## src/rtl/tpm_capture_fifo.sv

```systemverilog
// tpm_capture_fifo
// Captures one {addr_lo, data} record per decoded TPM read (rising edge of
// in_done). The records go into a small circular buffer. They are then
// replayed one byte at a time to a ready/valid serial transmitter.
// All state changes on the falling edge of lpc_clk. lpc_reset is an
// asynchronous, active-low reset.
module tpm_capture_fifo #(
  parameter int DEPTH     = 16,   // record slots, power of two, 2..256
  parameter bit WITH_ADDR = 1'b1  // 1: emit addr byte then data byte; 0: data only
) (
  input  logic                    lpc_clk,
  input  logic                    lpc_reset,
  input  logic                    in_done,
  input  logic [15:0]             in_addr,
  input  logic [7:0]              in_data,
  output logic [7:0]              out_byte,
  output logic                    out_valid,
  input  logic                    out_ready,
  input  logic                    clr_overflow,
  output logic                    overflow,
  output logic [7:0]              drop_count,
  output logic [$clog2(DEPTH):0]  fill
);

  localparam int AW = $clog2(DEPTH);
  localparam int PW = AW + 1;

  typedef enum logic [1:0] {
    ST_IDLE      = 2'd0,
    ST_EMIT_ADDR = 2'd1,
    ST_EMIT_DATA = 2'd2
  } state_t;

  // The first state entered for each record depends on whether the address
  // byte is sent.
  localparam state_t FIRST_EMIT = WITH_ADDR ? ST_EMIT_ADDR : ST_EMIT_DATA;

  // Only the low address byte goes into a record.
  logic [7:0] unused_addr_hi;
  assign unused_addr_hi = in_addr[15:8];

  state_t          state_reg;
  state_t          state_next;
  logic            done_prev_reg;
  logic [PW-1:0]   wr_ptr_reg;
  logic [PW-1:0]   rd_ptr_reg;
  logic            overflow_reg;
  logic [7:0]      drop_count_reg;
  logic [15:0]     mem [DEPTH];
  logic [15:0]     rd_rec_reg;

  logic            capture;
  logic            full;
  logic            wr_en;
  logic            drop;
  logic            pop;
  logic            more;
  logic            load_en;
  logic [AW-1:0]   load_idx;
  logic [PW-1:0]   fill_int;

  // The pointers carry one extra wrap bit. This keeps full (fill == DEPTH)
  // distinct from empty (fill == 0), including after the pointers wrap.
  assign fill_int = wr_ptr_reg - rd_ptr_reg;
  assign full     = (fill_int == PW'(DEPTH));
  assign capture  = in_done & ~done_prev_reg;
  assign wr_en    = capture & ~full;
  // When the FIFO is full, a pop on the same edge does not save the record.
  assign drop     = capture & full;
  assign pop      = (state_reg == ST_EMIT_DATA) & out_ready;
  // Records left after this pop. A record captured on this same edge is not
  // counted, because it cannot be read until the next edge.
  assign more     = (fill_int > PW'(1));
  assign fill     = fill_int;

  // Load the next record into the output register. This happens when
  // leaving IDLE, or when popping with at least one more record stored.
  always_comb begin
    load_en  = 1'b0;
    load_idx = rd_ptr_reg[AW-1:0];
    if (state_reg == ST_IDLE && fill_int != '0) begin
      load_en  = 1'b1;
      load_idx = rd_ptr_reg[AW-1:0];
    end else if (pop && more) begin
      load_en  = 1'b1;
      load_idx = rd_ptr_reg[AW-1:0] + AW'(1);
    end
  end

  // Edge detector and circular-buffer pointers.
  always_ff @(negedge lpc_clk or negedge lpc_reset) begin
    if (!lpc_reset) begin
      done_prev_reg <= 1'b0;
      wr_ptr_reg    <= '0;
      rd_ptr_reg    <= '0;
    end else begin
      done_prev_reg <= in_done;
      if (wr_en) begin
        wr_ptr_reg <= wr_ptr_reg + PW'(1);
      end
      if (pop) begin
        rd_ptr_reg <= rd_ptr_reg + PW'(1);
      end
    end
  end

  // Record storage write port. It has no reset: stale contents are never
  // read, because reset clears the pointers.
  always_ff @(negedge lpc_clk) begin
    if (wr_en) begin
      mem[wr_ptr_reg[AW-1:0]] <= {in_addr[7:0], in_data};
    end
  end

  // Registered read port. It holds the record being emitted until the next
  // load.
  always_ff @(negedge lpc_clk) begin
    if (load_en) begin
      rd_rec_reg <= mem[load_idx];
    end
  end

  // Sticky overflow flag and saturating drop counter. If a drop and a clear
  // happen on the same edge, the drop wins.
  always_ff @(negedge lpc_clk or negedge lpc_reset) begin
    if (!lpc_reset) begin
      overflow_reg   <= 1'b0;
      drop_count_reg <= 8'd0;
    end else if (drop) begin
      overflow_reg <= 1'b1;
      if (clr_overflow) begin
        drop_count_reg <= 8'd1;
      end else if (drop_count_reg != 8'hFF) begin
        drop_count_reg <= drop_count_reg + 8'd1;
      end
    end else if (clr_overflow) begin
      overflow_reg   <= 1'b0;
      drop_count_reg <= 8'd0;
    end
  end

  assign overflow   = overflow_reg;
  assign drop_count = drop_count_reg;

  // Output FSM state register.
  always_ff @(negedge lpc_clk or negedge lpc_reset) begin
    if (!lpc_reset) begin
      state_reg <= ST_IDLE;
    end else begin
      state_reg <= state_next;
    end
  end

  // Output FSM next-state logic.
  always_comb begin
    state_next = state_reg;
    case (state_reg)
      ST_IDLE: begin
        if (fill_int != '0) begin
          state_next = FIRST_EMIT;
        end
      end
      ST_EMIT_ADDR: begin
        if (out_ready) begin
          state_next = ST_EMIT_DATA;
        end
      end
      ST_EMIT_DATA: begin
        if (out_ready) begin
          state_next = more ? FIRST_EMIT : ST_IDLE;
        end
      end
      default: state_next = ST_IDLE;
    endcase
  end

  // Output FSM outputs. out_byte is decoded from the state, so an
  // asynchronous reset forces it to zero at once.
  always_comb begin
    out_valid = 1'b0;
    out_byte  = 8'd0;
    case (state_reg)
      ST_EMIT_ADDR: begin
        out_valid = 1'b1;
        out_byte  = rd_rec_reg[15:8];
      end
      ST_EMIT_DATA: begin
        out_valid = 1'b1;
        out_byte  = rd_rec_reg[7:0];
      end
      default: begin
        out_valid = 1'b0;
        out_byte  = 8'd0;
      end
    endcase
  end

endmodule
```

## config.mk

```make
export PLATFORM = sky130hd
export DESIGN_NAME = tpm_capture_fifo
export DESIGN_NICKNAME = d
export VERILOG_FILES = /design/src/rtl/tpm_capture_fifo.sv
export SDC_FILE = /design/constraint.sdc
export NUM_CORES = 1
export LEC_CHECK = 0
export BUFFER_PORTS_ARGS = -buffer_cell sky130_fd_sc_hd__buf_2
export CELL_PAD_IN_SITES_DETAIL_PLACEMENT = 2
export CELL_PAD_IN_SITES_GLOBAL_PLACEMENT = 2
export CORE_UTILIZATION = 52
export CTS_BUF_LIST = sky130_fd_sc_hd__clkbuf_2 sky130_fd_sc_hd__clkbuf_4 sky130_fd_sc_hd__clkbuf_8
export CTS_CLUSTER_SIZE = 24
export DETAILED_ROUTE_END_ITERATION = 16
export PLACE_DENSITY_LB_ADDON = 0.1
export SKIP_CTS_REPAIR_TIMING = 1
export SLEW_MARGIN = 25
export SYNTH_ARGS = -nofsm -noshare
export SYNTH_HDL_FRONTEND = slang
export SYNTH_SLANG_ARGS = --single-unit
```

## constraint.sdc

```tcl
create_clock -name lpc_clk -period 9.4 [get_ports lpc_clk]
set_input_delay 1.88 -clock lpc_clk [delete_from_list [all_inputs] [get_ports lpc_clk]]
set_output_delay 1.88 -clock lpc_clk [all_outputs]
set_load 0.1 [all_outputs]
```

==> flow_metrics.py, run 1 <==
metrics = {
    "outcome": {
        "run_status": "aborted with a tool error",
        "failing_step": "5_1_grt",
        "error_message": "[ERROR GRT-0232] Routing congestion too high. Check the congestion heatmap in the GUI.",
    },
    "synth": {
        "synthesis.instances": 885,
        "synth_sequential_area_ratio_pct": 61.8,
        "syn_avg_cell_area_um2": 15.9,
        "ys_seq_elements": 294,
        "synth.cell_area_um2": 14100,
        "synth_nets": 930,
        "count_of_different_cell_masters_after_synthesis": 47,
        "synth.yosys.warnings": 0,
    },
    "floorplan": {
        "ios": 52,
        "floorplan.die.height_um": 167,
        "floorplan.initialDensity_pct": 53.5,
        "fp.dieW_um": 167,
        "core_rows": 59,
    },
    "cts": {
        "cts-buffers-inserted": 52,
        "max-clock-path-buffers": 3,
        "cts.root.buffer_cell": "sky130_fd_sc_hd__clkbuf_8",
        "cts_htree_levels": 2,
        "cts.sinks": 294,
    },
    "grt": {
        "overflow": 105,
        "grt_antenna_before_repair": 7,
        "grt_start_max_net_pins": 116,
        "global_route.usage.total_pct": 81.5,
    },
    "placement": {
        "placed_instance_area_um2": 15000,
        "hpwl_mm": 28.0,
        "buffer_ports.inserted": 43,
        "gp_congestion": 0.769,
    },
    "sta": {
        "crit_endpoint": "fill[3]",
        "worst_endpoint_kind": "output port",
    },
}
-- kinds of logic after synthesis --
group	Yosys count	synth area share, %
AND/OR/NAND/NOR	195	6.44
AO/OA/AOI/OAI	154	8.78
XOR/XNOR	19	1.31
adder cells (fa/ha/maj)	16	1.47
multiplexers	131	17.9
flip-flops	294	61.8
buffers and inverters	76	2.25
-- cell usage after synthesis, drive strengths merged --
| master | instances | area (um^2) |
|---|---|---|
| ha | 15 | 188 |
| nor4 | 1 | 6.26 |
| nor2 | 30 | 113 |
| xor2 | 5 | 43.8 |
| o21ai | 15 | 75.1 |
| edfxtp | 272 | 8170 |
| mux4 | 96 | 2160 |
| a31oi | 11 | 68.8 |
| buf | 22 | 115 |
| a2bb2o | 1 | 10.0 |
| a211oi | 34 | 255 |
| inv | 14 | 52.6 |
| o32ai | 1 | 8.76 |
| nand4b | 1 | 8.76 |
| o221ai | 23 | 270 |
| o41ai | 7 | 114 |
| a2bb2oi | 1 | 26.3 |
| nand2 | 86 | 323 |
| nand3b | 2 | 15.0 |
| clkbuf | 39 | 146 |
| and3 | 2 | 12.5 |
| clkinv | 1 | 3.75 |
| a22oi | 15 | 113 |
| nor3 | 17 | 90.1 |
| xnor2 | 14 | 141 |
| nand4bb | 1 | 11.3 |
| fa | 1 | 20.0 |
| or3 | 1 | 6.26 |
| o31ai | 9 | 67.6 |
| mux2i | 28 | 280 |
| nand4 | 3 | 18.8 |
| and2 | 1 | 6.26 |
| a2111o | 1 | 11.3 |
| o22ai | 30 | 188 |
| dfrtn | 22 | 551 |
| nand2b | 4 | 25.0 |
| nor2b | 34 | 213 |
| mux2 | 7 | 78.8 |
| nand3 | 12 | 60.1 |
| a21oi | 6 | 30.0 |
-- stage by stage --
stage / hold slack (ns) / worst slack (ns) / instances
4_1_cts: 0.484 / 0.104 / 1610
3_5_place_dp: 0.445 / 0.272 / 1249
3_3_place_gp: 0.436 / 0.433 / 1249
2_1_floorplan: 0.414 / 0.102 / 885
-- per-layer routing --
| layer | GRT overflow | global-route usage, % |
|---|---|---|
| met2 | 56 | 93.1 |
| met3 | 1 | 69.7 |
| met1 | 0 | 83.5 |
| met4 | 48 | 85.1 |
| met5 | 0 | 21.9 |
==> run 2, diff against run 1 <==
CELL_PAD_IN_SITES_DETAIL_PLACEMENT = unset   (was 2)
CELL_PAD_IN_SITES_GLOBAL_PLACEMENT = unset   (was 2)
CORE_UTILIZATION = 40   (was 52)
CTS_BUF_LIST = unset   (was sky130_fd_sc_hd__clkbuf_2 sky130_fd_sc_hd__clkbuf_4 sky130_fd_sc_hd__clkbuf_8)
CTS_CLUSTER_SIZE = unset   (was 24)
PLACE_DENSITY_LB_ADDON = 0.15   (was 0.1)
==> flow_metrics.py, run 2 <==
metrics = {
    "finish": {
        "layout.cells.most_common": "sky130_fd_sc_hd__inv_1",
        "final_net_count": 1267,
        "area_growth_pct": 22.8,
        "largest_reg_flops": 256,
        "postLayoutCellArea_um2": 17300,
        "final.fill_count": 2984,
        "drive_gt1_share_pct": 23.4,
        "antenna-diode-count": 0,
        "layout.cells.most_common_list": "sky130_fd_sc_hd__inv_1, sky130_fd_sc_hd__edfxtp_1, sky130_fd_sc_hd__mux4_2",
    },
    "floorplan": {
        "die_footprint_um2": 36000,
        "floorplan.initialDensity_pct": 40.7,
        "core_rows": 68,
        "ios": 52,
        "fp.dieW_um": 190,
        "floorplan.die.height_um": 190,
        "placeableCoreArea_um2": 34600,
    },
    "sta": {
        "final.setup.worst_slack_ns": 0.261,
        "report.final.hold_viol_count": 0,
        "fin_worst_skew_ns": 0.0740,
        "grt_setup_unrepaired": "false",
        "slew_at_the_pin_with_the_worst_max_slew_slack_ns": 1.04,
        "final_max_slew_viol_count": 0,
        "final_setup_vio_count": 0,
        "maxSlewHeadroom_pct": 31.0,
        "timing.hold.ws_ns": 0.437,
        "setup-tns-final_ns": 0,
    },
    "synth": {
        "synth_sequential_area_ratio_pct": 61.8,
        "synth_top_family_by_area": "multiplexers",
        "syn_avg_cell_area_um2": 15.9,
        "synth_xor_xnor_area_share_pct": 1.31,
        "muxShareOfSynthArea_pct": 17.9,
        "synth_compound_area_share_pct": 8.78,
        "synth_nets": 930,
        "number_of_synthesized_flops_with_an_enable_pin": 272,
        "synth.cell_area_um2": 14100,
        "netlist.area_leader.share_pct": 57.9,
        "synth_async_sr_flop_share_pct": 7.48,
        "ys_seq_elements": 294,
        "synthAdderAreaFrac_pct": 1.47,
        "synth_top_cell_by_area": "sky130_fd_sc_hd__edfxtp_1",
        "yosys.cell_count.top_type": "sky130_fd_sc_hd__edfxtp_1",
        "synthesis.instances": 885,
        "netlist_top_cells_count": "sky130_fd_sc_hd__edfxtp_1, sky130_fd_sc_hd__mux4_2, sky130_fd_sc_hd__nand2_1",
        "count_of_different_cell_masters_after_synthesis": 47,
        "synth_area_leaders": "sky130_fd_sc_hd__edfxtp_1, sky130_fd_sc_hd__mux4_2, sky130_fd_sc_hd__dfrtn_1, sky130_fd_sc_hd__nand2_1, sky130_fd_sc_hd__mux2i_1",
        "synth-simple-area-share_pct": 6.44,
        "synth.yosys.warnings": 0,
        "commonest_register_cell_after_synthesis": "sky130_fd_sc_hd__edfxtp_1",
    },
    "grt": {
        "global_route.usage.total_pct": 20.2,
        "grt_start_max_net_pins": 116,
        "grt_antenna_before_repair": 0,
        "first_global_vias": 9801,
        "overflow": 0,
        "grt_pass1_wl_mm": 53.8,
    },
    "critical_path": {
        "crit_path_max_fanout": 11,
        "crit_path_start_kind": "flip-flop",
        "crit-reg2reg-capture": "rd_rec_reg[5]$_DFFE_NP_",
        "required_ns": 7.52,
        "worst_reg2reg_path_startpoint": "rd_ptr_reg[0]$_DFFE_NN0P_",
        "path_class": "reg2out",
        "worst-r2r-cell-count": 8,
        "critical_path.endpoint_type": "output port",
        "worst_ep_arrival_time_ns": 7.26,
        "worst-r2r-setup-slack_ns": 5.55,
    },
    "min_path": {
        "timing.hold.worst_endpoint": "wr_ptr_reg[4]$_DFFE_NN0P_",
        "worst_hold_path_startpoint": "wr_ptr_reg[4]$_DFFE_NN0P_",
        "holdPathStages": 1,
        "hold_crit_class": "reg2reg",
    },
    "cts": {
        "cts.root.buffer_cell": "sky130_fd_sc_hd__clkbuf_16",
        "max-clock-path-buffers": 3,
        "clk-insertion-delay-late_ns": 0.58,
        "cts_htree_levels": 2,
        "tritoncts": "done",
        "cts-buffers-inserted": 35,
        "cts.sinks": 294,
        "path_clk_slew_ns": 0.05,
    },
    "detailed_routing": {
        "wirelength_mm": 35.4,
        "number_of_remaining_drc_errors": 0,
        "via_count": 9236,
        "route.detailed.vias_per_inst": 5.43,
        "drt-pass1-iter-count": 5,
        "wl_per_cell_um": 20.8,
        "detail-route-antenna-nets": 0,
        "drt_iter0_drc": 541,
    },
    "power": {
        "vdd_ir_drop_max_mv": 0.655,
        "power_leakage_nw": 6.97,
        "power_density_nw_per_um2": 352,
    },
    "placement": {
        "hpwl_mm": 21.1,
        "gp_congestion": 0.782,
        "detailedPlace.worstSlack_ns": 0.453,
        "placed_instance_area_um2": 15200,
        "buffer_ports.inserted": 43,
    },
    "run": {
        "max-cap-violations": 0,
    },
    "outcome": {
        "run_status": "completed",
    },
}
-- run 2: cell counts after synthesis --
Identical to the previous run, type by type.
-- run 2: area by class of cell --
type	count	area (um^2)	share of cell area (%)
repair buffers	90	658	3.80
inverters	14	52.6	0.304
flip-flops and latches	294	8720	50.4
clock buffers	37	905	5.23
well taps	455	569	3.29
multi-input cells	515	5160	29.8
clock inverters	296	1240	7.19
-- run 2: logic make-up after synthesis --
family,after synthesis
and+or+nand+nor,195
muxes,131
adders and majority gates,16
xor gates and xnor gates,19
buffers and inverters,76
DFF,294
AOI/OAI and AO/OA,154
-- run 2: metrics by stage --
stage	utilization (%)	power (mW)	std cells
finish	50.0	6.09	1701
global route	50.0	6.48	1701
CTS	50.0	6.18	1701
detailed placement	43.8	4.53	1369
global placement	43.8	4.52	1369
floorplan	-	3.87	885
-- run 2: worst max-delay path, cell delays in order (launching register included) --
cell and delay, ns:
sky130_fd_sc_hd__dfrtn_1 0.38, sky130_fd_sc_hd__inv_1 0.11, sky130_fd_sc_hd__ha_1 0.58, sky130_fd_sc_hd__a22oi_1 0.35, sky130_fd_sc_hd__nor2b_2 0.17, sky130_fd_sc_hd__buf_2 0.43
-- run 2: per-layer routing --
metal	up-vias	GRT usage [%]	share of wire [%]
li1	4273	-	-
met1	4705	26.7	46
met2	201	31.2	48
met3	57	5.42	4.5
met4	0	8.90	1.8
met5	-	0	0
-- run 2: worst max path at each step --
stage                               end                 startpoint  slack, ns  cells past startpoint
2_1_floorplan                   fill[3]  rd_ptr_reg[2]$_DFFE_NN0P_       0.10                      5
3_3_place_gp   rd_rec_reg[11]$_DFFE_NP_                  out_ready       0.43                      9
3_5_place_dp    rd_rec_reg[5]$_DFFE_NP_                  out_ready       0.45                     10
4_1_cts                     out_byte[5]   state_reg[0]$_DFFE_NN0P_       0.21                      5
5_1_grt                     out_byte[5]   state_reg[0]$_DFFE_NN0P_       0.13                      5
6_report                    out_byte[5]   state_reg[0]$_DFFE_NN0P_       0.26                      5
-- run 2: power breakdown --
group | switching, mW | internal [mW] | total [mW]
Combinational | 1.62 | 1.01 | 2.64
Sequential | 0.0865 | 1.61 | 1.70
Clock | 0.804 | 0.960 | 1.76
Total | 2.51 | 3.58 | 6.09
No activity file was read; power rests on OpenSTA's default activity.
